--- src/rtl/arb_requester.sv ---
// Two-channel bus requester: each channel requests the arbiter, holds the grant for a
// programmed number of cycles, and reports done, timeout or loss of the grant.
module arb_requester #(
   parameter int TIMEOUT = 15,
   parameter int LEN_W   = 4
) (
   input  logic             clk,
   input  logic             rst,
   input  logic [1:0]       start,
   input  logic [LEN_W-1:0] len0,
   input  logic [LEN_W-1:0] len1,
   input  logic [1:0]       grant,
   output logic [1:0]       request,
   output logic [1:0]       busy,
   output logic [1:0]       done,
   output logic [1:0]       timeout,
   output logic [1:0]       lost,
   output logic             proto_err
);

   typedef enum logic [1:0] {
      IDLE = 2'd0,
      REQ  = 2'd1,
      OWN  = 2'd2
   } state_t;

   localparam logic [7:0] WAIT_LAST = 8'(TIMEOUT - 1);

   for (genvar i = 0; i < 2; i++) begin : g_ch
      state_t           state_q, state_d;
      logic [7:0]       wcnt_q, wcnt_d;
      logic [LEN_W-1:0] hold_q, hold_d;
      logic [LEN_W-1:0] len_sel;
      logic             req_q;
      logic             done_q, done_d;
      logic             tmo_q, tmo_d;
      logic             lost_q, lost_d;

      assign len_sel = (i == 0) ? len0 : len1;

      // NOTE: every signal written here gets a default first, so no path leaves one unassigned (no latches).
      always_comb begin
         state_d = state_q;
         wcnt_d  = wcnt_q;
         hold_d  = hold_q;
         done_d  = 1'b0;
         tmo_d   = 1'b0;
         lost_d  = 1'b0;
         unique case (state_q)
            IDLE: begin
               if (start[i]) begin
                  state_d = REQ;
                  wcnt_d  = '0;
               end
            end
            REQ: begin
               // A grant on the timeout edge still wins.
               if (grant[i]) begin
                  state_d = OWN;
                  hold_d  = len_sel;
                  wcnt_d  = '0;
               end else if (wcnt_q == WAIT_LAST) begin
                  state_d = IDLE;
                  wcnt_d  = '0;
                  tmo_d   = 1'b1;
               end else begin
                  wcnt_d = wcnt_q + 8'd1;
               end
            end
            OWN: begin
               if (!grant[i]) begin
                  state_d = IDLE;
                  hold_d  = '0;
                  lost_d  = 1'b1;
               end else if (hold_q == '0) begin
                  state_d = IDLE;
                  done_d  = 1'b1;
               end else begin
                  hold_d = hold_q - LEN_W'(1);
               end
            end
            default: state_d = IDLE;
         endcase
      end

      // NOTE: the asynchronous reset clears every flop here; there is no memory, so nothing is left unreset.
      always_ff @(posedge clk or negedge rst) begin
         if (!rst) begin
            state_q <= IDLE;
            wcnt_q  <= '0;
            hold_q  <= '0;
            req_q   <= 1'b0;
            done_q  <= 1'b0;
            tmo_q   <= 1'b0;
            lost_q  <= 1'b0;
         end else begin
            // NOTE: non-blocking assignments so every flop samples the pre-edge values.
            state_q <= state_d;
            wcnt_q  <= wcnt_d;
            hold_q  <= hold_d;
            req_q   <= (state_d != IDLE);
            done_q  <= done_d;
            tmo_q   <= tmo_d;
            lost_q  <= lost_d;
         end
      end

      assign request[i] = req_q;
      assign busy[i]    = req_q;
      assign done[i]    = done_q;
      assign timeout[i] = tmo_q;
      assign lost[i]    = lost_q;
   end

   // Sticky: a double grant, or a grant to a channel that is not requesting.
   always_ff @(posedge clk or negedge rst) begin
      if (!rst) begin
         proto_err <= 1'b0;
      end else if (grant == 2'b11 || (grant & ~request) != 2'b00) begin
         proto_err <= 1'b1;
      end
   end

endmodule

--- config.mk ---
export PLATFORM = sky130hd
export DESIGN_NAME = arb_requester
export DESIGN_NICKNAME = d
export VERILOG_FILES = /design/src/rtl/arb_requester.sv
export SDC_FILE = /design/constraint.sdc
export NUM_CORES = 1
export LEC_CHECK = 0
export ABC_AREA = 0
export BUFFER_PORTS_ARGS = -buffer_cell sky130_fd_sc_hd__buf_2
export CORE_MARGIN = 5
export CORE_UTILIZATION = 25
export CTS_CLUSTER_SIZE = 25
export DETAILED_ROUTE_END_ITERATION = 10
export SLEW_MARGIN = 40
export SYNTH_ARGS = -nofsm -noshare
export SYNTH_HDL_FRONTEND = slang
export SYNTH_SLANG_ARGS = --single-unit
--- constraint.sdc ---
create_clock -name clk -period 1.89 [get_ports clk]
set_clock_uncertainty 0.2 [all_clocks]
set_input_delay 0.0945 -clock clk [delete_from_list [all_inputs] [get_ports clk]]
set_output_delay 0.0945 -clock clk [all_outputs]
set_load 0.05 [all_outputs]
==> results of run 1 <==
## critical path: stages
cell           delay [ns]
dlygate4sd3_1        0.55
buf_6                0.14
or3b_4               0.42
a31o_4               0.24
or3_1                0.36
o21ai_2              0.06
## timing repair
item / CTS / global route
endpoints found under the hold margin: 55 / 0
hold buffers: 13 / 0
gates resized for setup: 0 / 4
setup endpoints to repair: 0 / 10
buffers inserted: 0 / 6
## cells in the final DEF, fill, tap and decap left out, drive strengths merged, types with 8 or more instances in the layout
| master | n |
|---|---|
| a21oi | 13 |
| buf | 39 |
| dfrtp | 37 |
| dlygate4sd3 | 13 |
| ha | 8 |
| inv | 11 |
| nand2 | 15 |
| nor2 | 20 |
| o21ai | 16 |
## state kept, by name, indices dropped and copies added, names as in the netlist
| register | cells |
|---|---|
| g_ch.done_q | 2 |
| g_ch.hold_q | 8 |
| g_ch.lost_q | 2 |
| g_ch.req_q | 2 |
| g_ch.state_q | 4 |
| g_ch.tmo_q | 2 |
| g_ch.wcnt_q | 16 |
| proto_err | 1 |
## logic make-up (layout without fill, tap and decap cells)
kind of cell | after synthesis | in the layout | share of synthesized area, %
AND/OR/NAND/NOR | 85 | 85 | 23.1
AO/OA/AOI/OAI | 48 | 49 | 15.5
flip-flops | 37 | 37 | 45.6
buffers and inverters | 27 | 71 | 7.27
adder cells (fa/ha/maj) | 8 | 8 | 4.93
XOR/XNOR | 6 | 6 | 2.59
multiplexers | 2 | 2 | 1.05
## per-layer routing
metal	vias up	part of all wire (%)	global-route usage [%]
li1	820	-	-
met1	753	47	11.5
met2	26	47	13.0
met3	5	4.7	2.43
met4	0	0.82	2.18
met5	-	0	0
## area by class of cell
| cell class | instances | area, sq um |
|---|---|---|
| clock buffer | 7 | 86.3 |
| multi-input combinational | 150 | 976 |
| clock inverter | 1 | 30.0 |
| fill | 817 | 5250 |
| inverter | 11 | 41.3 |
| tap | 102 | 128 |
| sequential | 37 | 926 |
| timing repair buffer | 52 | 369 |
## power groups by stage
stage               Sequential, mW  Clock [mW]  Combinational (mW)
floorplan                     1.14           0                1.01
global placement              1.18           0                1.25
detailed placement            1.18           0                1.27
CTS                           1.16       0.733                1.29
global route                  1.20       0.778                1.50
finish                        1.17       0.710                1.34
## worst paths after layout
check	cells after the start	endpoint	slack [ns]	start
worst max register to register	6	g_ch[0].hold_q[3]	0.08	g_ch[0].hold_q[0]
worst min-delay path	3	g_ch[0].wcnt_q[6]	0.19	rst
min in group clk	1	proto_err	0.29	proto_err
worst max-delay path	6	g_ch[0].wcnt_q[3]	0.04	grant[0]
worst min register to register	1	proto_err	0.29	proto_err
max in group asynchronous	3	g_ch[1].wcnt_q[3]	0.97	rst
==> impl_results.md, run 1 <==
- DP HPWL: 2.93 mm
- Clock buffer depth: 2
- Initial Util: 26.0%
- Ranking of synthesized cells by area: dfrtp_1, ha_1, buf_4, nor2_1, o21ai_0
- Final worst slack: 0.0387 ns
- Cell Area, Synth: 2030 sq um
- Sequential Power Share: 36.3%
- Peak supply drop: 0.533 mV
- Worst-margin pin slew: 0.472 ns
- Remaining global-route overflow: 0
- Worst-Skew Late Latency: 0.28 ns
- CTS Buf Count: 5
- Crit path arrival time: 1.87 ns
- DRT iter0 DRCs: 50
- GP Congestion: 0.762
- Fmax: 540 MHz
- Final Cycle Share: 98.0%
- CP startpoint kind: primary input
- Hold Vio Cnt, Final: 0
- Final nets: 279
- Syn Area/Cell: 9.54 sq um
- Clock Power Share: 22.0%
- Clock sink count: 37
- GRT Total Usage: 8.42%
- Drc violations: 0
- PortBufs: 24
- Final Cell Area: 2560 sq um
- Fin. max-slew vios: 0
- Net Sw Power: 1.24 mW
- Final non-filler cell total: 360
- Syn Nets: 235
- Top-count cell post-synth: dfrtp_1
- Post-Route WL: 4.15 mm
- Routed Antenna Nets: 0
- Hold_ws: 0.186 ns
- Initial antenna violation count: 0
- Avg Vias per Cell: 4.46
- Share of cells above drive strength 1: 22.9%
- Cell Int Power: 1.99 mW
- Static Leakage: 1.20 nW
- Number of flops mapped to enable cells by yosys: 0
- Type of destination of the critical path: flop
- Maxcap violations: 0
- RSZ-0062 raised after global routing: yes
- WL/cell: 11.5 microns
- Post-Syn Instances: 213
- Unique masters post-synth: 47
- Pre-CTS setup slack: 0.0367 ns
- Placed cells: 332
- Die height: 100 microns
- Rows: 32
- First-pass GRT wire length: 6.94 mm
- Pre-antenna DRT Iters: 4
- Clk root buf: clkbuf_8
- Post-synth top cells: dfrtp_1, nor2_1, nand2_1, o21ai_0, a21oi_1
- Worst hold path type: in2async
- Clk slew on worst S/H paths: 0.07 ns
- Commonest register cell after synthesis: dfrtp_1
- Area leader, netlist: dfrtp_1
- FFs w/ async S/R, synth: 100%
- WS Path Type: in2reg
- P&R area growth vs syn: 25.8%
- Largest net degree at the start of global routing: 38
- Switching share of power: 38.4%
- Tmin final: 1.85 ns
- # setup viols final: 0
- CTS tree: yes
- Diode count: 0
- H-tree depth: 2
- Worst Path Max Fanout: 6
- Max-slew headroom: 68.5%
- Tot Pwr: 3.22 mW
- Setup TNS: 0 ns
- Finished Core Util: 32.7%
- Core area: 7810 sq um
- Combinational share of power: 41.7%
- Status: finished, final reports clean
- Vias: 1604
- Die W: 100 microns
- Post-synth top area share: 45.6%
- Seq/Total Area, Yosys: 45.6%
- I/O pin total: 25
- Vias in the first global route: 1552
- Placed cell area: 2240 sq um
- Synth Register Bits: 37
- Pwr Density: 1260 nW/um^2
- Yosys warns: 0
- Die area: 10000 sq um
- Worst Path Required: 1.91 ns
No activity file was read; power rests on OpenSTA's default activity.
==> run 2: changes to the inputs <==
- CTS_BUF_LIST: default -> sky130_fd_sc_hd__clkbuf_16
==> run 2 against run 1 <==
Design area is 0.44% higher. Cell count shrank 1.1%. Non-clock buffer count down 3. Critical path type is now reg2reg. Sequential power hardly changed. Global-route usage is 0.087 points higher. Die area stayed put. Combinational power about the same. Register-to-register slack about the same. Largest cell class unchanged. Flip-flop and latch count stayed put. Critical path depth unchanged. Maximum frequency rose by 1.9%.
==> impl_results.md, run 2 (same netlist as run 1, synthesis figures left out) <==
- CTS tree: yes
- CP max stage cell: dfrtp_1
- Crit path arrival time: 1.78 ns (-0.09 ns)
- Initial Util: 26.0% (unchanged)
- Remaining global-route overflow: 0 (unchanged)
- Die height: 100 microns (unchanged)
- Worst R2R End: g_ch[0].hold_q[3]
- Maxcap violations: 0 (unchanged)
- Most common cell after layout, fill and taps aside: dfrtp_1
- WL/cell: 11.5 microns (-0.51%)
- Hold Vio Cnt, Final: 0 (unchanged)
- Type of destination of the critical path: flop
- Setup TNS: 0 ns (unchanged)
- GRT Total Usage: 8.51% (+0.087 points)
- Pwr Density: 1330 nW/um^2 (+5.3%)
- I/O pin total: 25 (unchanged)
- Core area: 7810 sq um (unchanged)
- Clock buffer depth: 2 (unchanged)
- R2r startpoint: g_ch[0].hold_q[0]
- Clk root buf: clkbuf_16
- First-pass GRT wire length: 7.00 mm (+0.89%)
- Largest stage delay on the critical path: 0.40 ns (-0.15 ns)
- DP HPWL: 2.93 mm (unchanged)
- Final nets: 275 (-1.4%)
- Fmax: 550 MHz (+1.9%)
- Rows: 32 (unchanged)
- Top flop regs: g_ch.wcnt_q x16, g_ch.hold_q x8, g_ch.state_q x4
- Die W: 100 microns (unchanged)
- Static Leakage: 1.21 nW (+0.40%)
- Largest register FFs: 16 (unchanged)
- Largest net degree at the start of global routing: 38 (unchanged)
- Worst-Skew Late Latency: 0.28 ns (about the same)
- Cells on Worst Hold Path: 3
- Final Cycle Share: 96.1% (-1.8 points)
- WS Path Type: reg2reg
- Hold wc startpoint: grant[0]
- Fin. max-slew vios: 0 (unchanged)
- Worst hold path type: in2reg
- Share of cells above drive strength 1: 20.9% (-2.0 points)
- R2R cell count: 6 (unchanged)
- Initial antenna violation count: 0 (unchanged)
- Routed Antenna Nets: 0 (unchanged)
- Clock sink count: 37 (unchanged)
- CTS Buf Count: 5 (unchanged)
- Post-Route WL: 4.09 mm (-1.6%)
- Pre-antenna DRT Iters: 4 (unchanged)
- Die area: 10000 sq um (unchanged)
- # setup viols final: 0 (unchanged)
- Max-slew headroom: 68.7% (+0.18 points)
- PortBufs: 24 (unchanged)
- Peak supply drop: 0.462 mV (-13%)
- Drc violations: 0 (unchanged)
- GP Congestion: 0.762 (unchanged)
- Worst Path Required: 1.85 ns (-0.06 ns)
- P&R area growth vs syn: 26.4%
- Commonest cells after routing, fill and taps aside: dfrtp_1, buf_2, nor2_1
- Worst-margin pin slew: 0.470 ns (-0.00270 ns)
- Worst Path Max Fanout: 5 (-1)
- Avg Vias per Cell: 4.43 (-0.64%)
- Filler Cells Inserted: 808 (-1.1%)
- Tot Pwr: 3.41 mW (+5.8%)
- CP startpoint kind: flop
- Clk slew on worst S/H paths: 0.05 ns (-0.02 ns)
- CP cell instances: inv_1, ha_1, nor4bb_1, o2bb2ai_2, buf_4, a22o_1
- Vias: 1576 (-1.7%)
- Hold endpoint: proto_err
- Diode count: 0 (unchanged)
- Biggest register: g_ch.wcnt_q
- R2r setup slk: 0.07 ns (about the same)
- H-tree depth: 2 (unchanged)
- Status: finished, final reports clean
- DRT iter0 DRCs: 77 (+54%)
- Tmin final: 1.82 ns (-0.0347 ns)
- Finished Core Util: 32.9% (+0.14 points)
- Vias in the first global route: 1554 (+0.13%)
## run 2: stage by stage
stage               hold slack, ns  area, sq um  cells  setup slack, ns
floorplan                   -0.401         2040    213           0.0303
global placement           -0.0252         2240    332           0.0473
detailed placement         -0.0227         2240    332           0.0367
CTS                         0.0163         2550    354           0.0350
global route                0.0386         2570    356         -0.00425
finish                     0.00898         2570    356           0.0734
## run 2: critical path: cells and delay by family, from the launching register on
kind	cells	cell delay (ns)
DFF	1	0.40
and+or+nand+nor	1	0.36
AOI/OAI and AO/OA	2	0.33
buffers and inverters	2	0.23
adders and majority gates	1	0.18
## run 2: per-layer routing
layer | up-vias | wire length (microns) | track usage (%)
met5 | - | 0 | 0
met4 | 0 | 34 | 1.87
met3 | 5 | 223 | 3.06
met2 | 27 | 1860 | 13.1
met1 | 736 | 1970 | 11.4
li1 | 808 | - | -
## run 2: how the worst max path moves through the flow
stage                      start           endpoint  slack [ns]  depth (start not counted)
6_report       g_ch[0].hold_q[0]  g_ch[0].hold_q[3]        0.07                          6
2_1_floorplan  g_ch[1].hold_q[0]  g_ch[1].hold_q[0]        0.03                          6
3_3_place_gp   g_ch[1].hold_q[0]  g_ch[1].hold_q[0]        0.05                          6
4_1_cts        g_ch[1].hold_q[0]  g_ch[1].hold_q[0]        0.03                          6
5_1_grt        g_ch[0].hold_q[0]  g_ch[0].hold_q[3]      -0.004                          6
3_5_place_dp   g_ch[1].hold_q[0]  g_ch[1].hold_q[0]        0.04                          6
## run 2: final cells by class
type	count	area (sq um)	share of cell area, %
multi-input combinational	149	967	37.7
sequential	37	926	36.1
timing repair buffer	49	343	13.4
tap	102	128	4.97
clock buffer	5	125	4.87
inverter	11	41.3	1.61
clock inverter	3	37.5	1.46
## run 2: timing repair
action,in CTS,in global routing
endpoints found under the hold margin,51,0
setup endpoints to repair,0,7
resized for setup,0,1
setup buffers,0,2
hold buffers,14,0
## run 2: report_power, final
group          switching [mW]  internal (mW)  leakage (nW)
Sequential              0.189          0.981         0.483
Combinational           0.758          0.559         0.643
Clock                   0.309          0.613        0.0826
Total                    1.26           2.15          1.21
==> run 3: changes to the inputs <==
- RECOVER_POWER: default -> 25
- clock period: 1.89 -> 1.5 ns (I/O delays scaled with it)
==> run 3 against run 2 <==
Combinational power grew 120%. The flow now finishes with violations (negative setup slack). Sequential share of layout area shrank 7.1 points. Worst setup slack lost 0.29 ns. Cell count grew 14%. First-iteration DRC count shrank 57%. Flip-flop and latch count is the same. Critical endpoint is now g_ch[1].hold_q[0]. Utilization grew 8.0 points. Clock power grew 28%. Largest power group unchanged. Largest cell class unchanged.
==> impl_results.md, run 3 (same netlist as run 1, synthesis figures left out) <==
- Most common cell after layout, fill and taps aside: buf_4
- GRT Total Usage: 10.6% (+2.1 points)
- First-pass GRT wire length: 8.56 mm (+22%)
- Worst hold path type: in2reg
- Worst-Skew Late Latency: 0.28 ns (about the same)
- Tot Pwr: 5.45 mW (+60%)
- Tmin final: 1.71 ns (-0.104 ns)
- I/O pin total: 25 (unchanged)
- Clock sink count: 37 (unchanged)
- Clk slew on worst S/H paths: 0.06 ns (about the same)
- Die height: 100 microns (unchanged)
- Buf+Inv Stages, Crit Path: 1 (-1)
- Clock buffer depth: 2 (unchanged)
- WL/cell: 12.4 microns (+7.9%)
- Switching share of power: 37.0% (+0.14 points)
- Crit. Startpoint: g_ch[1].hold_q[0]
- Core area: 7810 sq um (unchanged)
- RSZ-0062 raised after global routing: yes
- Pre-antenna DRT Iters: 4 (unchanged)
- Static Leakage: 1.50 nW (+24%)
- DRT iter0 DRCs: 33 (-57%)
- Clk root buf: clkbuf_16
- GP Congestion: 0.867 (+14%)
- # setup viols final: 24 (+24)
- Remaining global-route overflow: 0 (unchanged)
- Final Cycle Share: 114% (+18 points)
- Worst Path Max Fanout: 2 (-3)
- Share of cells above drive strength 1: 46.1% (+25 points)
- CTS Buf Count: 5 (unchanged)
- CTS tree: yes
- Clock Power Share: 21.6% (-5.4 points)
- Worst Path Required: 1.46 ns (-0.39 ns)
- Largest net degree at the start of global routing: 38 (unchanged)
- Commonest cells after routing, fill and taps aside: buf_4, dfrtp_1, buf_2
- Final Cell Area: 3190 sq um (+24%)
- H-tree depth: 2 (unchanged)
- Type of destination of the critical path: flop
- Final nets: 325 (+18%)
- Maxcap violations: 0 (unchanged)
- Peak supply drop: 0.655 mV (+42%)
- Crit path arrival time: 1.67 ns (-0.11 ns)
- Biggest register: g_ch.wcnt_q
- Routed Antenna Nets: 0 (unchanged)
- Top flop regs: g_ch.wcnt_q x16, g_ch.hold_q x8, g_ch.state_q x4
- CP startpoint kind: flop
- Post-Route WL: 5.03 mm (+23%)
- Vias: 1816 (+15%)
- PortBufs: 24 (unchanged)
- Net Sw Power: 2.02 mW (+60%)
- Avg Vias per Cell: 4.47 (+1.0%)
- R2r startpoint: g_ch[1].hold_q[0]
- WS Path Type: reg2reg
- Rows: 32 (unchanged)
- Fin. max-slew vios: 0 (unchanged)
- Status: finished, violations left
- CP cell instances: inv_2, ha_4, nor3b_4, nand2_1, a21boi_2, mux2_4
- Fmax: 584 MHz (+6.1%)
- Vias in the first global route: 1918 (+23%)
- Diode count: 0 (unchanged)
- Drc violations: 0 (unchanged)
- Cell Int Power: 3.43 mW (+59%)
- Violated checks: negative setup slack
- P&R area growth vs syn: 57.1%
- Largest register FFs: 16 (unchanged)
- Initial antenna violation count: 0 (unchanged)
- Hold wc startpoint: grant[0]
- Max-slew headroom: 65.1% (-3.6 points)
- CP top delay family: flip-flops
- Hold Vio Cnt, Final: 0 (unchanged)
- Initial Util: 26.0% (unchanged)
- Final worst slack: -0.213 ns (-0.286 ns)
- Pwr Density: 1710 nW/um^2 (+29%)
- Placed cell area: 2600 sq um (+16%)
- Hold_ws: 0.0281 ns (+0.0191 ns)
- Sequential Power Share: 26.3% (-8.0 points)
- Combinational share of power: 52.1% (+14 points)
- DP HPWL: 3.43 mm (+17%)
- Largest stage delay on the critical path: 0.40 ns (about the same)
- Die area: 10000 sq um (unchanged)
- Die W: 100 microns (unchanged)
- CP max stage cell: dfrtp_1
- Worst-margin pin slew: 0.523 ns (+0.0533 ns)
-- run 3: changes by cell type in the layout (fill, tap and decap cells not counted), sizes merged --
cell / before / now
buf: 35 / 84
a31o: 1 / 2
clkbuf: 5 / 6
clkinvlp: 0 / 1
dlygate4sd3: 14 / 13
inv: 12 / 11
-- run 3: routing by layer --
metal  GRT usage (%)  wire length [microns]  up-vias
met1            12.9                   2300      857
met4            2.80                     66        0
met3            3.20                    235        8
met5               0                      0        -
met2            18.1                   2430       34
li1                -                      -      917
-- run 3: repair_timing --
item,4_1_cts,5_1_grt
hold buffers,13,0
resized for setup,37,14
pin swaps,14,7
buffers inserted,12,0
endpoints found under the setup margin,24,27
hold endpoints to repair,52,0
gates cloned,1,0
-- run 3: power by group through the flow --
stage	sequential, mW	combinational (mW)	clock, mW
detailed placement	1.44	2.16	0
global route	1.46	3.07	1.25
finish	1.43	2.84	1.18
CTS	1.43	2.70	1.22
floorplan	1.46	1.35	0
global placement	1.44	2.12	0
-- run 3: worst register-to-register path: stages (launching register included) --
cell      delay (ns)
dfrtp_1         0.40
inv_2           0.09
ha_4            0.13
nor3b_4         0.19
nand2_1         0.10
a21boi_2        0.17
mux2_4          0.32
-- run 3: stage by stage --
stage | util, % | setup WS (ns) | cells | setup TNS [ns]
global placement | 33.3 | -0.178 | 372 | -2.66
floorplan | - | -0.215 | 213 | -1.51
detailed placement | 33.3 | -0.241 | 372 | -3.29
CTS | 40.2 | -0.186 | 406 | -2.17
global route | 40.9 | -0.267 | 406 | -3.84
finish | 40.9 | -0.213 | 406 | -2.28
-- run 3: cell type report --
cell class | count | area, sq um
clock buffer | 5 | 125
clock inverter | 3 | 41.3
fill | 759 | 4620
inverter | 11 | 41.3
multi-input combinational | 150 | 1200
sequential | 37 | 926
tap | 102 | 128
timing repair buffer | 98 | 734
-- run 3: final timing paths --
| path | to | slack [ns] | cells past startpoint |
|---|---|---|---|
| worst max register to register | g_ch[1].hold_q[0] | -0.21 | 6 |
| max in group asynchronous | g_ch[1].wcnt_q[7] | 0.53 | 3 |
| min in group asynchronous | g_ch[0].wcnt_q[3] | 0.21 | 3 |
| worst min-delay path | g_ch[0].state_q[1] | 0.03 | 3 |
| worst max-delay path | g_ch[1].hold_q[0] | -0.21 | 6 |
| worst min register to register | proto_err | 0.29 | 1 |
